## config.mk

```make
export PLATFORM = sky130hd
export DESIGN_NAME = edge_event_arbiter
export DESIGN_NICKNAME = d
export VERILOG_FILES = /design/src/rtl/edge_evt_pkg.sv /design/src/rtl/edge_evt_chan.sv /design/src/rtl/edge_event_arbiter.sv
export SDC_FILE = /design/constraint.sdc
export NUM_CORES = 1
export LEC_CHECK = 0
export CAP_MARGIN = 10
export CORE_MARGIN = 5
export CORE_UTILIZATION = 52
export DETAILED_ROUTE_END_ITERATION = 6
export PLACE_DENSITY = 0.82
export SLEW_MARGIN = 20
export SYNTH_ARGS = -nofsm -noshare
export SYNTH_HDL_FRONTEND = slang
export SYNTH_SLANG_ARGS = --single-unit
export TNS_END_PERCENT = 100
```

## constraint.sdc

```tcl
create_clock -name clk -period 2.65 [get_ports clk]
set_input_delay 0.3975 -clock clk [delete_from_list [all_inputs] [get_ports clk]]
set_output_delay 0.3975 -clock clk [all_outputs]
set_load 0.03 [all_outputs]
```

## src/rtl/edge_evt_pkg.sv

```systemverilog
// Shared constants for the edge-event arbiter: event type codes, control FSM states
// and synchronizer depth. EDGE_ARB_SYNC_EN selects the synchronized-input build.
package edge_evt_pkg;

    localparam logic RISE = 1'b1;
    localparam logic FALL = 1'b0;

    typedef enum logic {
        ST_INIT = 1'b0,
        ST_RUN  = 1'b1
    } ctrl_state_t;

    localparam int SYNC_STAGES = 2;

    // Clock edges spent in INIT before prev is loaded (the synchronizer must fill first).
`ifdef EDGE_ARB_SYNC_EN
    localparam int INIT_WAIT = SYNC_STAGES;
`else
    localparam int INIT_WAIT = 0;
`endif

endpackage

```

## src/rtl/edge_evt_chan.sv

```systemverilog
// One level channel: optional input synchronizer (EDGE_ARB_SYNC_EN), edge detection,
// a single pending-event slot with its type, and a sticky overflow flag.
module edge_evt_chan
    import edge_evt_pkg::*;
(
    input  logic clk,
    input  logic reset,
    input  logic level,
    input  logic rise_en,
    input  logic fall_en,
    input  logic load,
    input  logic run,
    input  logic grant,
    input  logic clr,
    output logic pend,
    output logic typ,
    output logic ovf
);

    logic lvl_eff;
    logic prev;
    logic rise;
    logic fall;
    logic hit;
    logic ovf_set;

`ifdef EDGE_ARB_SYNC_EN
    logic [SYNC_STAGES-1:0] sync_q;

    always_ff @(posedge clk or posedge reset) begin
        if (reset) begin
            sync_q <= '0;
        end else begin
            sync_q <= {sync_q[SYNC_STAGES-2:0], level};
        end
    end

    assign lvl_eff = sync_q[SYNC_STAGES-1];
`else
    assign lvl_eff = level;
`endif

    assign rise    = run & lvl_eff & ~prev & rise_en;
    assign fall    = run & ~lvl_eff & prev & fall_en;
    assign hit     = rise | fall;
    // A new edge collides only when the old event is not leaving this cycle.
    assign ovf_set = hit & pend & ~grant;

    always_ff @(posedge clk or posedge reset) begin
        if (reset) begin
            prev <= 1'b0;
            pend <= 1'b0;
            typ  <= FALL;
            ovf  <= 1'b0;
        end else begin
            if (load || run) begin
                prev <= lvl_eff;
            end
            if (grant) begin
                pend <= hit;
                typ  <= rise ? RISE : FALL;
            end else if (hit && !pend) begin
                pend <= 1'b1;
                typ  <= rise ? RISE : FALL;
            end
            if (ovf_set) begin
                ovf <= 1'b1;
            end else if (clr) begin
                ovf <= 1'b0;
            end
        end
    end

endmodule

```

## src/rtl/edge_event_arbiter.sv

```systemverilog
// Multi-channel edge-event controller: per-channel edge detectors feed a round-robin
// scheduler driving one valid/ready event output. EDGE_ARB_SYNC_EN adds input synchronizers.
module edge_event_arbiter
    import edge_evt_pkg::*;
#(
    parameter int N_CH = 4,
    parameter int CH_W = 2
) (
    input  logic            clk,
    input  logic            reset,
    input  logic [N_CH-1:0] level,
    input  logic [N_CH-1:0] cfg_rise_en,
    input  logic [N_CH-1:0] cfg_fall_en,
    output logic            ev_valid,
    input  logic            ev_ready,
    output logic [CH_W-1:0] ev_ch,
    output logic            ev_rising,
    output logic [N_CH-1:0] ovf,
    input  logic [N_CH-1:0] ovf_clr
);

    ctrl_state_t     state;
    logic [1:0]      init_cnt;
    logic            load;
    logic            run;
    logic [N_CH-1:0] pend;
    logic [N_CH-1:0] typ;
    logic [N_CH-1:0] grant;
    logic [CH_W-1:0] rr_ptr;
    logic [CH_W-1:0] idx;
    logic            found;
    logic            slot_free;

    always_ff @(posedge clk or posedge reset) begin
        if (reset) begin
            state    <= ST_INIT;
            init_cnt <= '0;
        end else begin
            case (state)
                ST_INIT: begin
                    if (init_cnt == 2'(INIT_WAIT)) begin
                        state <= ST_RUN;
                    end else begin
                        init_cnt <= init_cnt + 2'd1;
                    end
                end
                default: state <= ST_RUN;
            endcase
        end
    end

    assign load = (state == ST_INIT) && (init_cnt == 2'(INIT_WAIT));
    assign run  = (state == ST_RUN);

    // Output slot may take a new event when empty or when its event leaves this edge.
    assign slot_free = !ev_valid || ev_ready;

    always_comb begin
        found = 1'b0;
        idx   = '0;
        for (int k = 1; k <= N_CH; k++) begin
            int c;
            c = int'(rr_ptr) + k;
            if (c >= N_CH) begin
                c = c - N_CH;
            end
            if (!found && pend[c]) begin
                found = 1'b1;
                idx   = CH_W'(c);
            end
        end
    end

    always_comb begin
        grant = '0;
        if (slot_free && found) begin
            grant[idx] = 1'b1;
        end
    end

    for (genvar i = 0; i < N_CH; i++) begin : g_chan
        edge_evt_chan u_chan (
            .clk     (clk),
            .reset   (reset),
            .level   (level[i]),
            .rise_en (cfg_rise_en[i]),
            .fall_en (cfg_fall_en[i]),
            .load    (load),
            .run     (run),
            .grant   (grant[i]),
            .clr     (ovf_clr[i]),
            .pend    (pend[i]),
            .typ     (typ[i]),
            .ovf     (ovf[i])
        );
    end

    // Valid/ready: ev_ch/ev_rising only change when the slot is free, so they stay
    // stable while ev_valid && !ev_ready, and ev_valid drops only after acceptance.
    always_ff @(posedge clk or posedge reset) begin
        if (reset) begin
            ev_valid  <= 1'b0;
            ev_ch     <= '0;
            ev_rising <= 1'b0;
            rr_ptr    <= CH_W'(N_CH - 1);
        end else if (slot_free && found) begin
            ev_valid  <= 1'b1;
            ev_ch     <= idx;
            ev_rising <= typ[idx];
            rr_ptr    <= idx;
        end else if (ev_valid && ev_ready) begin
            ev_valid <= 1'b0;
        end
    end

endmodule

```

==> results.ini, run 1 <==
[run_status]
outcome=finished clean

[worst_setup_path]
cp-start-kind=flip-flop
cp_max_fo=8
endpoint_kind=flip-flop
worstPathRequired_ns=2.87
critPathKind=reg2reg
arrival_ns=2.17

[die]
start_util=0.541
die_w_um=58.0
ios=27
row_count=17
dieArea_um2=3360
core_um2=2210
die_h_um=58.0

[routing]
drtIter0Drc=10
wl_mm=2.32
firstDrtPassIters=4
vias=916
final_antenna_net_count=0
wire_per_inst_um=13.7
drc=0
viasPerCell=5.39

[timing]
slew-limit-headroom=0.604
hold_viol=0
final_max_slew_viol_count=0
finalSetupTns_ns=0
max_freq_mhz=511
worst_slew_pin_slew_ns=0.591
rsz0062_at_grt=false
timing.final.ws_setup_ns=0.694
timing.final.crit_share=0.738
period_minus_slack_ns=1.96
setup_violations=0
finClkSkew_ns=0.00200

[layout]
final-seq-area_um2=628
multi_input_area_um2=482
final_common_cell=clkdlybuf4s50_1
drive_above_1_share=0.106
syn2layout_area_growth_pct=23.9
fillerInstances=188
finish.instance_area_um2=1480
layout.nets=163
diodes=0
final_cell_mix=clkdlybuf4s50_1, dfrtp_1, o21ai_0

[synth]
ys_types=33
synth-main-ff-cell=dfrtp_1
ys_seq_area_frac=0.525
synth_edf_count=0
ys_top_cells_by_area=dfrtp_1, o21ai_0, dfstp_2
ys_warn_count=0
syn_avg_cell_area_um2=10.1
ys_seq_elements=25
synth.largest_area_cell=dfrtp_1
syn_inst=118
syn-num-nets=138
netlist.area_leader.share=0.481
async_reset_ff_frac=1.00
synth_area_um2=1200

[clock_tree]
ctsResizeCount=0
clock-sinks=25
cts_max_level=1
cts_inserted_buffers=3
clockBufferDepth=2
clk_pin_slew_ns=0.13
clkLatencyLatePin_ns=0.31
cts-root-buf=clkbuf_4
cts_setup_buffers=0
holdBufCountCts=0
cts_tree=done

[pwr]
finalPower_uw=1350
clock_power_share=0.124
p_per_area_nw_per_um2=909
internal-power_uw=822
p_seq_frac=0.444
p_leak_uw=0.000633
p_sw_uw=527
pwr-share-comb=0.433
switching_share=0.391
ir_drop_mv=0.547

[global_routing]
grt_pass1_wl_mm=4.00
grt_max_degree=26
track_usage=0.153
antenna_found_initial=0
grt_overflow=0
grt_pass1_vias=947

[run]
drv_cap=0

[placement]
port_buffers=26
hpwl_mm=1.83
gp_congestion=0.782
dp_slack_ns=0.365
placed_area_um2=1460

[hold_path]
hp-class=in2async

[metrics by stage]
stage | util | instances | hold slack, ns
final | 0.671 | 170 | 0.404
after floorplan | - | 118 | 0.423
after global placement | 0.659 | 166 | 0.480
after detailed placement | 0.659 | 166 | 0.497
after CTS | 0.671 | 170 | 0.413
after global routing | 0.671 | 170 | 0.458
[power by group through the flow]
stage / Sequential (uW) / Combinational, uW / Clock, uW
detailed placement: 605 / 587 / 0
finish: 599 / 584 / 167
global placement: 598 / 563 / 0
global route: 615 / 646 / 187
floorplan: 620 / 409 / 0
CTS: 598 / 590 / 172
[area by class of cell]
cell class	count	area share
clock buffers	4	0.0177
inverters	12	0.0304
repair buffers	27	0.180
flip-flops and latches	25	0.423
multi-input cells	74	0.325
well taps	28	0.0236
[path summary, 6_finish.rpt]
path                       depth (start not counted)  slack (ns)                               end                               from
hold reg to reg                                    1        0.52              ev_ch[0]$_DFFE_PP0P_               ev_ch[0]$_DFFE_PP0P_
max in group asynchronous                          3        1.96             rr_ptr[1]$_DFFE_PP1P_                              reset
setup / recovery                                   5        0.69  g_chan[1].u_chan.typ$_DFFE_PP0P_  g_chan[2].u_chan.pend$_DFFE_PP0P_
setup reg to reg                                   5        0.69  g_chan[1].u_chan.typ$_DFFE_PP0P_  g_chan[2].u_chan.pend$_DFFE_PP0P_
hold / removal                                     3        0.40                     run$_DFF_PP0_                              reset
min in group clk                                   1        0.52              ev_ch[0]$_DFFE_PP0P_               ev_ch[0]$_DFFE_PP0P_
[synthesized netlist by cell type, types with 2 or more instances]
master     count
clkbuf_1       2
nor2_1         7
nand2b_1       2
o2bb2ai_1      2
mux2_2         4
o21ai_0       14
inv_1         12
o21a_1         2
nand2_1       12
dfrtp_1       23
buf_4          4
nor3b_1        2
dfstp_2        2
o22ai_1        5
mux2i_1        3
a21oi_1        2
and3b_1        3
nand3b_1       2
[sequential cells by signal (all words and copies together) (netlist names)]
| signal | flops |
|---|---|
| g_chan.u_chan.ovf | 4 |
| ev_rising | 1 |
| run | 1 |
| rr_ptr | 2 |
| g_chan.u_chan.pend | 4 |
| ev_valid | 1 |
| ev_ch | 2 |
| g_chan.u_chan.typ | 4 |
| init_cnt | 2 |
| g_chan.u_chan.prev | 4 |
[cells by family after synthesis]
family,synth area share
AOI/OAI and AO/OA,0.187
and+or+nand+nor,0.135
xor gates and xnor gates,0.00732
muxes,0.0627
DFF,0.525
adders and majority gates,0.0104
buffers and inverters,0.0731
[metal layers]
layer,up-vias,wire length [um],global-route usage
li1,454,-,-
met1,441,991,0.184
met2,17,1210,0.271
met3,4,100,0.0401
met4,0,22,0.0397
met5,-,0,0
[worst max-delay path, cell delays in order (launching register included)]
cell	delay (ns)
dfrtp_1	0.46
nor4_1	0.46
a21oi_2	0.13
o21ai_0	0.25
o21ai_0	0.26
a31o_2	0.29
(Power assumes the default switching activity.)
==> inputs of run 2 (changes only) <==
Settings changed: CORE_UTILIZATION 52 to 49, PLACE_DENSITY 0.82 to 0.78.
Clock period 2.65 ns to 1.8 ns, I/O delays scaled along.
==> run 2 against run 1 <==
Net effect:
- the flow now finishes with violations (negative setup slack)
- combinational power increased by 99%
- critical path type unchanged
- wire length grew 13%
- critical path depth grew 2
==> results.ini, run 2 (synthesis gave the netlist of run 1 again) <==
[worst_setup_path]
cp_max_fo=5  ; was 8
crit_path_end=g_chan[1].u_chan.typ$_DFFE_PP0P_  ; unchanged
r2r.worst_path.cells=7  ; was 5
critPathKind=reg2reg  ; unchanged
critical_path.startpoint=g_chan[0].u_chan.pend$_DFFE_PP0P_  ; was g_chan[2].u_chan.pend$_DFFE_PP0P_
cp-start-kind=flip-flop  ; unchanged
endpoint_kind=flip-flop  ; unchanged
reg2reg_from=g_chan[0].u_chan.pend$_DFFE_PP0P_  ; was g_chan[2].u_chan.pend$_DFFE_PP0P_
reg2reg_to=g_chan[1].u_chan.typ$_DFFE_PP0P_  ; unchanged
worstPathRequired_ns=2.02  ; was 2.87 ns
arrival_ns=2.04  ; was 2.17 ns
ff2ff_setup_slack_ns=-0.02  ; was 0.69 ns

[clock_tree]
holdBufCountCts=0  ; unchanged
cts_setup_buffers=0  ; unchanged
clock-sinks=25  ; unchanged
cts_max_level=1  ; unchanged
cts_inserted_buffers=3  ; unchanged
clockBufferDepth=2  ; unchanged
clk_pin_slew_ns=0.13  ; about the same
clkLatencyLatePin_ns=0.31  ; about the same
cts_tree=done  ; unchanged
cts-root-buf=clkbuf_4  ; unchanged

[global_routing]
grt_max_degree=26  ; unchanged
grt_pass1_wl_mm=4.20  ; was 4.00 mm
grt_overflow=0  ; unchanged
grt_pass1_vias=1028  ; was 947
antenna_found_initial=0  ; unchanged
track_usage=0.157  ; was 0.153

[layout]
fin_util=0.668  ; was 0.671
fillerInstances=196  ; was 188
diodes=0  ; unchanged
layout.nets=177  ; was 163
final_common_cell=clkdlybuf4s50_1  ; unchanged
drive_above_1_share=0.212  ; was 0.106
final_cell_mix=clkdlybuf4s50_1, dfrtp_1, buf_4  ; was clkdlybuf4s50_1, dfrtp_1, o21ai_0
syn2layout_area_growth_pct=34.4  ; was 23.9%
finish.instance_area_um2=1610  ; was 1480 um^2

[routing]
drc=0  ; unchanged
drtIter0Drc=47  ; was 10
firstDrtPassIters=4  ; unchanged
wire_per_inst_um=14.1  ; was 13.7 um
wl_mm=2.63  ; was 2.32 mm
viasPerCell=5.40  ; was 5.39
vias=1004  ; was 916
final_antenna_net_count=0  ; unchanged

[run_status]
outcome=finished, violations left  ; was finished clean
violations=negative setup slack

[timing]
worst_slew_pin_slew_ns=0.312  ; was 0.591 ns
holdWs_ns=0.278  ; was 0.404 ns
rsz0062_at_grt=true  ; was false
max_freq_mhz=549  ; was 511 MHz
final_max_slew_viol_count=0  ; unchanged
slew-limit-headroom=0.792  ; was 0.604
period_minus_slack_ns=1.82  ; was 1.96 ns
timing.final.ws_setup_ns=-0.0223  ; was 0.694 ns
setup_violations=1  ; was 0
hold_viol=0  ; unchanged
timing.final.crit_share=1.01  ; was 0.738
finClkSkew_ns=0.00548  ; was 0.00200 ns

[pwr]
p_per_area_nw_per_um2=1400  ; was 909 nW/um^2
p_leak_uw=0.000702  ; was 0.000633 uW
finalPower_uw=2260  ; was 1350 uW
ir_drop_mv=1.01  ; was 0.547 mV

[run]
drv_cap=0  ; unchanged

[die]
die_w_um=59.4  ; was 58.0 um
core_um2=2410  ; was 2210 um^2
dieArea_um2=3530  ; was 3360 um^2
row_count=18  ; was 17
die_h_um=59.4  ; was 58.0 um
ios=27  ; unchanged
start_util=0.497  ; was 0.541

[placement]
gp_congestion=0.798  ; was 0.782
hpwl_mm=2.00  ; was 1.83 mm
dp_slack_ns=-0.187  ; was 0.365 ns
port_buffers=26  ; unchanged
placed_area_um2=1570  ; was 1460 um^2

[hold_path]
hp-class=in2async  ; unchanged

[run 2: changes by cell type in the layout (fill, tap and decap cells not counted)]
cell / change
buf_4: +14
o21ai_0: -2
a211oi_1: -1
a211oi_2: +1
a21oi_1: -1
a21oi_2: +1
o21ai_1: +1
o21ai_2: +1
or2_2: -1
or2_4: +1
or3b_1: -1
or3b_4: +1
[run 2: how the worst min path moves through the flow]
stage | endpoint | from | slack, ns
CTS | g_chan[1].u_chan.prev$_DFFE_PP0P_ | reset | 0.29
global placement | ev_ch[0]$_DFFE_PP0P_ | ev_ch[0]$_DFFE_PP0P_ | 0.48
floorplan | ev_ch[0]$_DFFE_PP0P_ | reset | 0.30
global route | g_chan[0].u_chan.prev$_DFFE_PP0P_ | reset | 0.31
detailed placement | ev_ch[0]$_DFFE_PP0P_ | ev_ch[0]$_DFFE_PP0P_ | 0.50
finish | g_chan[0].u_chan.prev$_DFFE_PP0P_ | reset | 0.28
[run 2: per-stage QoR]
| stage | TNS (ns) | std cells |
|---|---|---|
| 5_1_grt | -0.0504 | 186 |
| 6_report | -0.0223 | 186 |
| 3_3_place_gp | -0.535 | 182 |
| 2_1_floorplan | 0 | 118 |
| 3_5_place_dp | -1.07 | 182 |
| 4_1_cts | 0 | 186 |
[run 2: area by class of cell]
type,instances,area [um^2],share of cell area
well taps,30,37.5,0.0233
multi-input cells,74,499,0.310
clock buffers,4,26.3,0.0163
repair buffers,41,373,0.232
flip-flops and latches,25,628,0.390
inverters,12,45.0,0.0280
[run 2: per-layer routing]
layer | global-route usage | vias to the layer above | routed length (um)
li1 | - | 481 | -
met1 | 0.180 | 486 | 1050
met2 | 0.273 | 31 | 1350
met3 | 0.0349 | 6 | 167
met4 | 0.0777 | 0 | 57
met5 | 0 | - | 0
[run 2: worst max-delay path, cell delays in order (launching register included)]
cell      delay, ns
dfrtp_1        0.40
buf_4          0.15
nand2b_1       0.18
o22ai_1        0.25
nor2_1         0.10
buf_4          0.17
o221a_2        0.28
a31o_2         0.21
[run 2: what timing repair did]
| item | CTS | global route |
|---|---|---|
| gates resized for setup | 3 | 4 |
| endpoints found under the hold margin | 0 | 0 |
| endpoints found under the setup margin | 2 | 7 |
[run 2: where the power goes]
part	internal [uW]	switching, uW	total (uW)
registers	740	110	850
clock network	86.6	161	248
logic	567	592	1160
total	1390	864	2260
==> inputs of run 3 (changes only) <==
Settings changed: ABC_AREA set to 1, CORE_UTILIZATION 49 to 47, PLACE_DENSITY 0.78 to 0.76.
Clock period 1.8 ns to 1.6 ns, I/O delays scaled along.
==> run 3 against run 2 <==
Net effect:
- the run still ends with negative setup slack left
- first-iteration DRC count grew 23%
- via count is 31% higher
- combinational power grew to 2.9 times the previous value
- cell area up 26%
- critical path type unchanged
- total power up 110%
- critical path depth grew 7
==> results.ini, run 3 <==
[synth]
synth-main-ff-cell=dfrtp_1  ; unchanged
syn_avg_cell_area_um2=7.50  ; was 10.1 um^2
synth_most_common_cell=nand2_1  ; was dfrtp_1
ys_top_cells_by_area=dfrtp_1, nand2_1, nand2_2  ; was dfrtp_1, o21ai_0, dfstp_2
async_reset_ff_frac=1.00  ; unchanged
ys_types=27  ; was 33
synth_area_um2=1490  ; was 1200 um^2
synth.largest_area_cell=dfrtp_1  ; unchanged
synthTopCellsByCount=nand2_1, dfrtp_1, inv_1  ; was dfrtp_1, o21ai_0, inv_1, nand2_1, nor2_1
syn_inst=198  ; was 118
netlist.area_leader.share=0.388  ; was 0.481
ys_seq_elements=25  ; unchanged
synth_edf_count=0  ; unchanged
syn-num-nets=218  ; was 138
ys_seq_area_frac=0.423  ; was 0.525
ys_warn_count=0  ; unchanged

[clock_tree]
clk_pin_slew_ns=0.13  ; about the same
clock-sinks=25  ; unchanged
cts-root-buf=clkbuf_4  ; unchanged
cts_tree=done  ; unchanged
clkLatencyLatePin_ns=0.31  ; about the same
cts_inserted_buffers=3  ; unchanged
cts_max_level=1  ; unchanged
clockBufferDepth=2  ; unchanged
holdBufCountCts=0  ; unchanged

[run_status]
violations=negative setup slack  ; unchanged
outcome=finished, violations left  ; unchanged

[layout]
diodes=0  ; unchanged
syn2layout_area_growth_pct=36.6  ; was 34.4%
final_common_cell=nand2_1  ; was clkdlybuf4s50_1
drive_above_1_share=0.325  ; was 0.212
final_cell_mix=nand2_1, nand2_2, dfrtp_1  ; was clkdlybuf4s50_1, dfrtp_1, buf_4
fillerInstances=285  ; was 196
layout.nets=264  ; was 177

[placement]
hpwl_mm=2.30  ; was 2.00 mm
dp_slack_ns=-0.218  ; was -0.187 ns
port_buffers=26  ; unchanged
gp_congestion=0.856  ; was 0.798

[global_routing]
track_usage=0.155  ; was 0.157
grt_pass1_vias=1367  ; was 1028
grt_overflow=0  ; unchanged
grt_max_degree=26  ; unchanged
grt_pass1_wl_mm=5.42  ; was 4.20 mm
antenna_found_initial=0  ; unchanged

[timing]
timing.final.ws_setup_ns=-0.246  ; was -0.0223 ns
timing.final.crit_share=1.15  ; was 1.01
finClkSkew_ns=0.00285  ; was 0.00548 ns
final_max_slew_viol_count=0  ; unchanged
worst_slew_pin_slew_ns=0.357  ; was 0.312 ns
holdWs_ns=0.256  ; was 0.278 ns
max_freq_mhz=542  ; was 549 MHz
period_minus_slack_ns=1.85  ; was 1.82 ns
rsz0062_at_grt=true  ; unchanged
setup_violations=18  ; was 1
slew-limit-headroom=0.761  ; was 0.792
hold_viol=0  ; unchanged

[pwr]
finalPower_uw=4680  ; was 2260 uW
ir_drop_mv=0.838  ; was 1.01 mV
clock_power_share=0.059  ; was 0.110
switching_share=0.505  ; was 0.383
p_per_area_nw_per_um2=2300  ; was 1400 nW/um^2
p_leak_uw=0.00106  ; was 0.000702 uW
p_seq_frac=0.223  ; was 0.377
internal-power_uw=2310  ; was 1390 uW
p_sw_uw=2360  ; was 864 uW
pwr-share-comb=0.718  ; was 0.514

[worst_setup_path]
reg2reg_to=g_chan[0].u_chan.ovf$_DFFE_PP0P_  ; was g_chan[1].u_chan.typ$_DFFE_PP0P_
worstPathRequired_ns=1.82  ; was 2.02 ns
reg2reg_from=rr_ptr[0]$_DFFE_PP1P_  ; was g_chan[0].u_chan.pend$_DFFE_PP0P_
cp-start-kind=flip-flop  ; unchanged
endpoint_kind=flip-flop  ; unchanged
cp_max_fo=5  ; unchanged
arrival_ns=2.06  ; was 2.04 ns
ff2ff_setup_slack_ns=-0.25  ; was -0.02 ns
critPathKind=reg2reg  ; unchanged
r2r.worst_path.cells=14  ; was 7

[die]
die_h_um=66.2  ; was 59.4 um
core_um2=3050  ; was 2410 um^2
row_count=20  ; was 18
start_util=0.486  ; was 0.497
dieArea_um2=4380  ; was 3530 um^2
ios=27  ; unchanged
die_w_um=66.2  ; was 59.4 um

[routing]
viasPerCell=4.58  ; was 5.40
drtIter0Drc=58  ; was 47
wl_mm=3.02  ; was 2.63 mm
vias=1314  ; was 1004
drc=0  ; unchanged
firstDrtPassIters=4  ; unchanged
wire_per_inst_um=10.5  ; was 14.1 um
final_antenna_net_count=0  ; unchanged

[run]
drv_cap=0  ; unchanged

[hold_path]
hp-class=in2async  ; unchanged

[run 3: cell types whose count changed after synthesis, sizes merged, moves of 3 or more]
| cell | previous run | this run |
|---|---|---|
| nand2 | 12 | 86 |
| inv | 12 | 30 |
| nand3 | 0 | 13 |
| nor2 | 7 | 15 |
| o21ai | 15 | 7 |
| o22ai | 5 | 0 |
| a31oi | 0 | 4 |
| mux2 | 4 | 0 |
| nor3 | 0 | 4 |
| and3b | 3 | 0 |
| mux2i | 3 | 0 |
[run 3: kinds of logic after synthesis]
family | count (synthesis) | share of synthesized area
compound gates | 17 | 0.0708
xor+xnor | 1 | 0.00590
fa+ha+maj | 1 | 0.00842
buf+inv | 35 | 0.108
flops | 25 | 0.423
simple gates | 119 | 0.384
[run 3: layout make-up]
type,instances,area (um^2),share of cell area
multi-input combinational,138,779,0.384
inverter,30,125,0.0617
clock buffer,4,26.3,0.0129
sequential,25,628,0.309
timing repair buffer,46,415,0.205
tap,44,55.1,0.0271
[run 3: metal layers]
layer,track usage,up-vias,wire (um)
li1,-,698,-
met1,0.184,592,1300
met2,0.283,20,1580
met3,0.0187,4,101
met4,0.0558,0,30
met5,0,-,0
[run 3: power groups by stage]
stage / registers [uW] / clock network (uW) / logic (uW)
6_report: 1040 / 277 / 3360
3_3_place_gp: 1070 / 0 / 2890
2_1_floorplan: 1120 / 0 / 2160
5_1_grt: 1080 / 306 / 3740
4_1_cts: 1030 / 287 / 3120
3_5_place_dp: 1070 / 0 / 2920
[run 3: stage by stage]
step,util,setup TNS (ns),cell area [um^2],instances
6_report,0.665,-3.64,2030,287
4_1_cts,0.640,-3.09,1950,285
3_5_place_dp,0.617,-2.60,1880,277
5_1_grt,0.665,-5.50,2030,287
2_1_floorplan,-,-0.764,1500,198
3_3_place_gp,0.617,-2.36,1880,277
[run 3: worst max-delay path by stage]
stage          cells after the start  slack [ns]                               end             startpoint
3_3_place_gp                      15       -0.22  g_chan[0].u_chan.typ$_DFFE_PP0P_  rr_ptr[1]$_DFFE_PP1P_
6_report                          14       -0.25  g_chan[0].u_chan.ovf$_DFFE_PP0P_  rr_ptr[0]$_DFFE_PP1P_
5_1_grt                           15       -0.39  g_chan[0].u_chan.typ$_DFFE_PP0P_  rr_ptr[0]$_DFFE_PP1P_
2_1_floorplan                     16       -0.10  g_chan[1].u_chan.typ$_DFFE_PP0P_  rr_ptr[0]$_DFFE_PP1P_
3_5_place_dp                      15       -0.22  g_chan[0].u_chan.typ$_DFFE_PP0P_  rr_ptr[1]$_DFFE_PP1P_
4_1_cts                           14       -0.21  g_chan[2].u_chan.typ$_DFFE_PP0P_  rr_ptr[0]$_DFFE_PP1P_
[run 3: worst max-delay path: stages, from the launching register on]
cell and delay, ns:
dfstp_2 0.63, buf_6 0.14, nand2_2 0.05, nand2_2 0.09, nand2_4 0.07, nand2_4 0.08
nor2_4 0.05, nand2_2 0.09, nor2_4 0.04, nor2_4 0.11, inv_4 0.07, nor2_4 0.10
nand2_2 0.09, nand3_1 0.07, o21ai_1 0.06
[run 3: repair_timing]
| item | in CTS | in global routing |
|---|---|---|
| buffers inserted | 4 | 2 |
| hold endpoints to repair | 0 | 0 |
| pin swaps | 11 | 3 |
| endpoints found under the setup margin | 24 | 20 |
| gates resized for setup | 13 | 17 |
